`config.mk`:
```
export PLATFORM = sky130hd
export DESIGN_NAME = id_stage
export DESIGN_NICKNAME = d
export VERILOG_FILES = /design/src/rtl/id_stage_pkg.sv /design/src/rtl/id_stage_register_file.sv /design/src/rtl/id_stage.sv
export SDC_FILE = /design/constraint.sdc
export NUM_CORES = 2
export LEC_CHECK = 0
export ABC_AREA = 1
export ABC_CLOCK_PERIOD_IN_PS = 1900
export CAP_MARGIN = 20
export CORE_ASPECT_RATIO = 1.75
export CORE_MARGIN = 4
export CORE_UTILIZATION = 39
export CTS_CLUSTER_SIZE = 24
export DETAILED_ROUTE_END_ITERATION = 6
export HOLD_SLACK_MARGIN = 0.08
export PLACE_DENSITY = 0.66
export SYNTH_ARGS = -nofsm -noshare
export SYNTH_HDL_FRONTEND = slang
export SYNTH_SLANG_ARGS = --single-unit
```
`constraint.sdc`:
```
create_clock -name clk -period 1.9 [get_ports clk]
set_input_delay 0.19 -clock clk [delete_from_list [all_inputs] [get_ports clk]]
set_output_delay 0.19 -clock clk [all_outputs]
set_load 0.01 [all_outputs]
```
`src/rtl/id_stage_pkg.sv`:
```
// Shared decode definitions for the instruction-decode stage: command codes,
// instruction modes, condition codes, status-register bit positions and the ID/EX payload.
package id_stage_pkg;

    localparam int unsigned XLEN     = 32;
    localparam int unsigned REG_AW   = 4;
    localparam int unsigned NUM_REGS = 15;
    localparam logic [REG_AW-1:0] PC_REG = 4'd15;

    localparam int unsigned SR_V = 0;
    localparam int unsigned SR_C = 1;
    localparam int unsigned SR_Z = 2;
    localparam int unsigned SR_N = 3;

    typedef enum logic [3:0] {
        EXE_NOP = 4'b0000, EXE_MOV = 4'b0001, EXE_ADD = 4'b0010, EXE_ADC = 4'b0011,
        EXE_SUB = 4'b0100, EXE_SBC = 4'b0101, EXE_AND = 4'b0110, EXE_ORR = 4'b0111,
        EXE_EOR = 4'b1000, EXE_MVN = 4'b1001
    } exe_cmd_e;

    typedef enum logic [1:0] {
        MODE_ARITH = 2'b00, MODE_MEM = 2'b01, MODE_BRANCH = 2'b10, MODE_RSVD = 2'b11
    } mode_e;

    typedef enum logic [3:0] {
        COND_EQ = 4'd0,  COND_NE = 4'd1,  COND_CS = 4'd2,  COND_CC = 4'd3,
        COND_MI = 4'd4,  COND_PL = 4'd5,  COND_VS = 4'd6,  COND_VC = 4'd7,
        COND_HI = 4'd8,  COND_LS = 4'd9,  COND_GE = 4'd10, COND_LT = 4'd11,
        COND_GT = 4'd12, COND_LE = 4'd13, COND_AL = 4'd14, COND_NV = 4'd15
    } cond_e;

    localparam logic [3:0] OPC_AND = 4'b0000;
    localparam logic [3:0] OPC_EOR = 4'b0001;
    localparam logic [3:0] OPC_SUB = 4'b0010;
    localparam logic [3:0] OPC_ADD = 4'b0100;
    localparam logic [3:0] OPC_ADC = 4'b0101;
    localparam logic [3:0] OPC_SBC = 4'b0110;
    localparam logic [3:0] OPC_TST = 4'b1000;
    localparam logic [3:0] OPC_CMP = 4'b1010;
    localparam logic [3:0] OPC_ORR = 4'b1100;
    localparam logic [3:0] OPC_MOV = 4'b1101;
    localparam logic [3:0] OPC_MVN = 4'b1111;

    typedef struct packed {
        logic [XLEN-1:0]   pc;
        logic [XLEN-1:0]   val_rn;
        logic [XLEN-1:0]   val_rm;
        logic [REG_AW-1:0] dest;
        exe_cmd_e          exe_cmd;
        logic              mem_r_en;
        logic              mem_w_en;
        logic              wb_en;
        logic              s;
        logic              b;
        logic              imm;
        logic [11:0]       shift_operand;
        logic [23:0]       signed_imm_24;
        logic              carry;
    } id_ex_t;

    // Evaluate a condition field against the {N,Z,C,V} status flags.
    function automatic logic cond_pass(input cond_e cond, input logic [3:0] sr);
        logic n, z, c, v, pass;
        n = sr[SR_N];
        z = sr[SR_Z];
        c = sr[SR_C];
        v = sr[SR_V];
        pass = 1'b0;
        case (cond)
            COND_EQ: pass = z;
            COND_NE: pass = !z;
            COND_CS: pass = c;
            COND_CC: pass = !c;
            COND_MI: pass = n;
            COND_PL: pass = !n;
            COND_VS: pass = v;
            COND_VC: pass = !v;
            COND_HI: pass = c && !z;
            COND_LS: pass = !c || z;
            COND_GE: pass = (n == v);
            COND_LT: pass = (n != v);
            COND_GT: pass = !z && (n == v);
            COND_LE: pass = z || (n != v);
            COND_AL: pass = 1'b1;
            COND_NV: pass = 1'b0;
            default: pass = 1'b0;
        endcase
        return pass;
    endfunction

endpackage

```
`src/rtl/id_stage_register_file.sv`:
```
// 15x32 general register file: one write port, two read ports with write-through
// bypass; address 15 reads back the PC+4 value instead of storage.
module id_stage_register_file
    import id_stage_pkg::*;
(
    input  logic              clk,
    input  logic              rst,
    input  logic              wr_en,
    input  logic [REG_AW-1:0] wr_addr,
    input  logic [XLEN-1:0]   wr_data,
    input  logic [XLEN-1:0]   pc_plus_four,
    input  logic [REG_AW-1:0] rd_addr_a,
    input  logic [REG_AW-1:0] rd_addr_b,
    output logic [XLEN-1:0]   rd_data_a_c,
    output logic [XLEN-1:0]   rd_data_b_c
);

    logic [XLEN-1:0] regs_q [NUM_REGS];
    logic [XLEN-1:0] regs_d [NUM_REGS];
    logic            wr_hit;

    assign wr_hit = wr_en && (wr_addr != PC_REG);

    always_comb begin
        regs_d = regs_q;
        if (wr_hit) begin
            regs_d[wr_addr] = wr_data;
        end
    end

    always_ff @(posedge clk) begin
        if (rst) begin
            regs_q <= '{default: '0};
        end else begin
            regs_q <= regs_d;
        end
    end

    // R15 is the PC; otherwise a same-cycle write to the read address is forwarded.
    assign rd_data_a_c = (rd_addr_a == PC_REG)              ? pc_plus_four :
                         (wr_hit && (wr_addr == rd_addr_a)) ? wr_data      :
                                                              regs_q[rd_addr_a];
    assign rd_data_b_c = (rd_addr_b == PC_REG)              ? pc_plus_four :
                         (wr_hit && (wr_addr == rd_addr_b)) ? wr_data      :
                                                              regs_q[rd_addr_b];

endmodule

```
`src/rtl/id_stage.sv`:
```
// Instruction decode stage: field decode, condition check, register read and
// the ID/EX pipeline register with freeze/flush/hazard handling.
module id_stage
    import id_stage_pkg::*;
(
    input  logic              clk,
    input  logic              rst,
    input  logic [XLEN-1:0]   instruction_in,
    input  logic [XLEN-1:0]   pc_plus_four_in,
    input  logic              freeze_in,
    input  logic              flush_in,
    input  logic              hazard_in,
    input  logic [3:0]        sr_in,
    input  logic              wb_en_in,
    input  logic [REG_AW-1:0] wb_dest_in,
    input  logic [XLEN-1:0]   wb_value_in,
    output logic [REG_AW-1:0] src1_out,
    output logic [REG_AW-1:0] src2_out,
    output logic              two_src_out,
    output logic [XLEN-1:0]   pc_out,
    output logic [XLEN-1:0]   val_rn_out,
    output logic [XLEN-1:0]   val_rm_out,
    output logic [REG_AW-1:0] dest_out,
    output logic [3:0]        exe_cmd_out,
    output logic              mem_r_en_out,
    output logic              mem_w_en_out,
    output logic              wb_en_out,
    output logic              s_out,
    output logic              b_out,
    output logic              imm_out,
    output logic [11:0]       shift_operand_out,
    output logic [23:0]       signed_imm_24_out,
    output logic              carry_out
);

    cond_e             cond;
    mode_e             mode;
    logic              i_bit;
    logic [3:0]        opcode;
    logic              s_bit;
    logic [REG_AW-1:0] rn;
    logic [REG_AW-1:0] rd;
    logic [REG_AW-1:0] rm;
    logic              is_str;
    logic              cond_ok;
    logic [XLEN-1:0]   val_rn_c;
    logic [XLEN-1:0]   val_rm_c;
    id_ex_t            dec;
    id_ex_t            id_ex_d;
    id_ex_t            id_ex_q;

    assign cond    = cond_e'(instruction_in[31:28]);
    assign mode    = mode_e'(instruction_in[27:26]);
    assign i_bit   = instruction_in[25];
    assign opcode  = instruction_in[24:21];
    assign s_bit   = instruction_in[20];
    assign rn      = instruction_in[19:16];
    assign rd      = instruction_in[15:12];
    assign rm      = instruction_in[3:0];
    assign is_str  = (mode == MODE_MEM) && !s_bit;
    assign cond_ok = cond_pass(cond, sr_in);

    assign src1_out    = rn;
    assign src2_out    = is_str ? rd : rm;
    assign two_src_out = ((mode == MODE_ARITH) && !i_bit) || is_str;

    id_stage_register_file u_register_file (
        .clk          (clk),
        .rst          (rst),
        .wr_en        (wb_en_in),
        .wr_addr      (wb_dest_in),
        .wr_data      (wb_value_in),
        .pc_plus_four (pc_plus_four_in),
        .rd_addr_a    (src1_out),
        .rd_addr_b    (src2_out),
        .rd_data_a_c  (val_rn_c),
        .rd_data_b_c  (val_rm_c)
    );

    // Decode; s follows the S bit only for data-processing instructions.
    always_comb begin
        dec               = '0;
        dec.pc            = pc_plus_four_in;
        dec.val_rn        = val_rn_c;
        dec.val_rm        = val_rm_c;
        dec.dest          = rd;
        dec.imm           = i_bit;
        dec.shift_operand = instruction_in[11:0];
        dec.signed_imm_24 = instruction_in[23:0];
        dec.carry         = sr_in[SR_C];
        case (mode)
            MODE_ARITH: begin
                dec.wb_en = 1'b1;
                dec.s     = s_bit;
                case (opcode)
                    OPC_MOV: dec.exe_cmd = EXE_MOV;
                    OPC_MVN: dec.exe_cmd = EXE_MVN;
                    OPC_ADD: dec.exe_cmd = EXE_ADD;
                    OPC_ADC: dec.exe_cmd = EXE_ADC;
                    OPC_SUB: dec.exe_cmd = EXE_SUB;
                    OPC_SBC: dec.exe_cmd = EXE_SBC;
                    OPC_AND: dec.exe_cmd = EXE_AND;
                    OPC_ORR: dec.exe_cmd = EXE_ORR;
                    OPC_EOR: dec.exe_cmd = EXE_EOR;
                    OPC_CMP: begin
                        dec.exe_cmd = EXE_SUB;
                        dec.wb_en   = 1'b0;
                        dec.s       = 1'b1;
                    end
                    OPC_TST: begin
                        dec.exe_cmd = EXE_AND;
                        dec.wb_en   = 1'b0;
                        dec.s       = 1'b1;
                    end
                    default: dec.exe_cmd = EXE_NOP;
                endcase
            end
            MODE_MEM: begin
                dec.exe_cmd  = EXE_ADD;
                dec.mem_r_en = s_bit;
                dec.wb_en    = s_bit;
                dec.mem_w_en = !s_bit;
            end
            MODE_BRANCH: dec.b = 1'b1;
            default: ;
        endcase
        if (!cond_ok || hazard_in) begin
            dec.wb_en    = 1'b0;
            dec.mem_r_en = 1'b0;
            dec.mem_w_en = 1'b0;
            dec.b        = 1'b0;
            dec.s        = 1'b0;
        end
    end

    always_comb begin
        id_ex_d = id_ex_q;
        if (freeze_in) begin
            id_ex_d = id_ex_q;
        end else if (flush_in) begin
            id_ex_d = '0;
        end else begin
            id_ex_d = dec;
        end
    end

    always_ff @(posedge clk) begin
        if (rst) begin
            id_ex_q <= '0;
        end else begin
            id_ex_q <= id_ex_d;
        end
    end

    assign pc_out            = id_ex_q.pc;
    assign val_rn_out        = id_ex_q.val_rn;
    assign val_rm_out        = id_ex_q.val_rm;
    assign dest_out          = id_ex_q.dest;
    assign exe_cmd_out       = id_ex_q.exe_cmd;
    assign mem_r_en_out      = id_ex_q.mem_r_en;
    assign mem_w_en_out      = id_ex_q.mem_w_en;
    assign wb_en_out         = id_ex_q.wb_en;
    assign s_out             = id_ex_q.s;
    assign b_out             = id_ex_q.b;
    assign imm_out           = id_ex_q.imm;
    assign shift_operand_out = id_ex_q.shift_operand;
    assign signed_imm_24_out = id_ex_q.signed_imm_24;
    assign carry_out         = id_ex_q.carry;

endmodule

```
==> impl_metrics.csv <==
group,metric,value,unit
yosys,synthCells,4699,
layout,syn2layout_area_growth,29.2,%
yosys,synthesis.nets,4809,
sta,final_min_period_over_clock_period,99.1,%
yosys,avgSynthCellArea,6.68,um2
outcome,violations,"design-rule violations",
outcome,outcome,"complete, but fails checks",
route,total_wirelength,140000,um
die,core-area,79700,um2
sta,setup_viol,0,
sta,fmaxAchievable,531,MHz
power_and_ir_drop,ir_worst_vdd,0.723,mV
yosys,synth_largest_type_area_fraction,39.0,%
place,place_hpwl,94200,um
route,vias_per_cell,5.94,
die,die_w,222,um
yosys,largest_area_contributor_in_the_synthesized_netlist,"dfxtp_1",
global_routing,pin_count_of_the_biggest_net_entering_global_routing,132,
route,first_pass_iters,7,
yosys,synth.area.mux_share,0,%
hold_path,min-delay-path-class,"primary input to flip-flop",
yosys,ys_seq_area_share,39.0,%
yosys,netlist_cell_types,37,
route,first_iter_violations,4297,
power_and_ir_drop,p_leak,15.3,nW
global_routing,globalRouteOverflowTotal,0,
cts,cts.reportedPaths.clkPinSlew,0.07,ns
power_and_ir_drop,total_switching_power,9.32,mW
critical_path,setup.worst_path.start_class,"flip-flop",
sta,setup_ws,0.0169,ns
die,die_height,383,um
power_and_ir_drop,pwr_density_cell,775,nW/um2
critical_path,timing.critical_path.fanout_max,3,
yosys,syn_area,31400,um2
die,fp.dieArea,85300,um2
yosys,synth_area_leaders,"dfxtp_1 (39%), nand2_1 (12%), a211oi_1 (11%), nor2_1 (10%), nand3_1 (9.4%)",
yosys,synth_simple_gate_area_share,32.2,%
yosys,synth_compound_gate_area_share,20.9,%
sta,report.final.slew_viol_count,0,
place,port_buffers,265,
sta,fin_worst_skew,0.0242,ns
cts,cts_root_buffer,"clkbuf_16",
yosys,synth_edf_count,0,
power_and_ir_drop,share_comb_of_total_power,19.0,%
power_and_ir_drop,switching_portion_of_total_power,29.7,%
critical_path,critPathCaptureType,"flip-flop",
sta,fin_setup_tns,0,ns
cts,cts_buffers,54,
global_routing,grt_antenna_before_repair,3,
die,io-pin-count,266,
route,drt-wirelength-per-cell,23.1,um
power_and_ir_drop,share_seq_of_total_power,42.7,%
sta,worst_pin_slew,0.654,ns
critical_path,setup.reg_to_reg.worst_slack,0.02,ns
global_routing,grt_pass1_vias,33700,
critical_path,crit_arrival,2.44,ns
place,place_ws,-0.952,ns
layout,filler_cell_count,7731,
power_and_ir_drop,int_pwr,22.1,mW
layout,post_route_cells_drive_above_1_share,11.6,%
critical_path,critPathKind,"flip-flop to flip-flop",
route,remaining_drc_errors,5,
yosys,synth-xor-area-share,0.112,%
route,drtAntennaViolNets,0,
flow_run,cap_viol_max_count,0,
cts,clk-insertion-delay-late,0.63,ns
yosys,yosysMostFrequentCell,"nand2_1",
route,num_vias,36100,
layout,final_nets,5094,
place,placer_congestion,0.970,
sta,final-hold-violation-count,0,
global_routing,grt_pass1_wl,210000,um
layout,final_design_utilization,50.9,%
die,placement_rows,137,
sta,rsz0062_at_grt,"true",
power_and_ir_drop,clock_power_share,38.4,%
yosys,synth.ff_latch_count,611,
yosys,synth_cell_count_leaders,"nand2_1 (966), nor2_1 (835), dfxtp_1 (611), nand3_1 (588), a211oi_1 (480)",
cts,tritoncts,"built",
yosys,ys_dominant_reg_cell,"dfxtp_1",
yosys,combinational_family_with_the_most_area_after_synthesis,"simple AND/OR/NAND/NOR gates",
cts,cts.sinks,611,
yosys,adder_and_majority_gate_portion_of_the_synthesized_area,0,%
yosys,ys_async_sr_fraction,0,%
sta,relSlewSlack,56.4,%
die,start_util,39.4,%
sta,final_period_minus_worst_setup_slack,1.88,ns
cts,cts_buffer_depth,3,
yosys,synth_warn,0,
cts,h-tree-depth,2,
critical_path,critical_path_required,2.45,ns
global_routing,grt.total_usage,31.3,%
## state kept, by name, indices dropped and copies added, names as in the netlist
register	count
val_rn_out	32
carry_out	1
wb_en_out	1
s_out	1
dest_out	3
exe_cmd_out	4
val_rm_out	32
pc_out	32
imm_out	1
u_register_file.regs_q	480
signed_imm_24_out	10
b_out	1
mem_r_en_out	1
shift_operand_out	11
mem_w_en_out	1
## routing by layer
layer,share of wire [%],global-route usage (%)
met1,36,37.3
met2,46,51.5
met3,10,6.20
met4,7.9,20.2
met5,0,0
## power groups by stage
stage | Clock, mW | Sequential (mW) | Combinational [mW]
after detailed placement | 0 | 13.7 | 5.58
after CTS | 12.1 | 13.4 | 5.79
after global placement | 0 | 13.7 | 5.55
after floorplan | 0 | 13.7 | 2.75
after global routing | 12.6 | 13.4 | 6.29
final | 12.1 | 13.4 | 5.96
## layout make-up
type / count / area, um2 / area share, %
Antenna cell: 3 / 7.51 / 0.0185
Clock buffer: 70 / 1530 / 3.78
Clock inverter: 30 / 365 / 0.901
Inverter: 141 / 537 / 1.32
Multi-Input combinational cell: 3487 / 17000 / 41.9
Sequential cell: 611 / 12200 / 30.2
Tap cell: 1042 / 1300 / 3.21
Timing Repair Buffer: 689 / 7560 / 18.7
## through the flow
step / hold slack, ns / total power, mW / cells / area, um2
2_1_floorplan: 0.335 / 16.4 / 4699 / 31400
3_3_place_gp: 0.452 / 19.2 / 5927 / 37900
3_5_place_dp: 0.456 / 19.3 / 5927 / 37900
4_1_cts: 0.112 / 31.3 / 6060 / 40400
5_1_grt: 0.131 / 32.3 / 6070 / 40600
6_report: 0.132 / 31.4 / 6073 / 40600
## cells by family (layout without fill, tap and decap cells)
kind of cell	count (synthesis)	count (layout)
AO/OA/AOI/OAI	1031	1031
buffers and inverters	602	930
XOR/XNOR	4	4
AND/OR/NAND/NOR	2451	2452
flip-flops	611	611
other	0	3
## critical path, stage by stage (launching register included)
cell and delay [ns]:
dfxtp_1 0.37, o21ai_0 0.10, o22ai_1 0.18, nand2_1 0.07, nand2_1 0.06, nand2_1 0.04
nand2_1 0.20, nand2_1 0.14, nand3_1 0.18, o21ai_0 0.28, a21oi_1 0.20
## layout by cell type, fill, tap and decap left out, types with 4 or more instances in the layout
cell type	Yosys	routed
a211oi_1	480	480
a21oi_1	196	191
a2bb2oi_1	4	4
buf_12	0	119
buf_16	0	6
buf_4	23	281
buf_6	1	13
bufinv_16	0	7
clkbuf_1	344	5
clkbuf_16	0	57
clkbuf_8	0	10
clkdlybuf4s50_1	0	246
clkinv_2	0	10
clkinv_4	0	4
clkinvlp_4	0	7
dfxtp_1	611	607
dfxtp_2	0	4
dlygate4sd2_1	0	8
inv_1	131	129
inv_2	5	7
nand2_1	966	958
nand2_2	4	7
nand2_4	0	4
nand3_1	588	587
nand4_1	45	45
nor2_1	835	814
nor2_2	2	5
nor2_4	0	18
o211ai_1	8	8
o21ai_0	262	260
o221ai_1	20	20
o22ai_1	50	50
## path summary, 6_finish.rpt
kind                                                  start              endpoint  cells after the start
worst min register to register                   pc_out[30]            pc_out[30]                      2
worst max register to register  u_register_file.regs_q[197]         val_rn_out[5]                     10
worst min-delay path                      instruction_in[5]  shift_operand_out[5]                      3
worst max-delay path            u_register_file.regs_q[197]         val_rn_out[5]                     10
## timing repair
item                       4_1_cts  5_1_grt
hold endpoints to repair        18        2
setup endpoints to repair       45       20
hold buffers                     1        2
cloned                           7        2
setup buffers                   25        8
pin swaps                       10        6
gates resized for setup         59       19
Note: power is estimated with default switching activity, not from simulation.
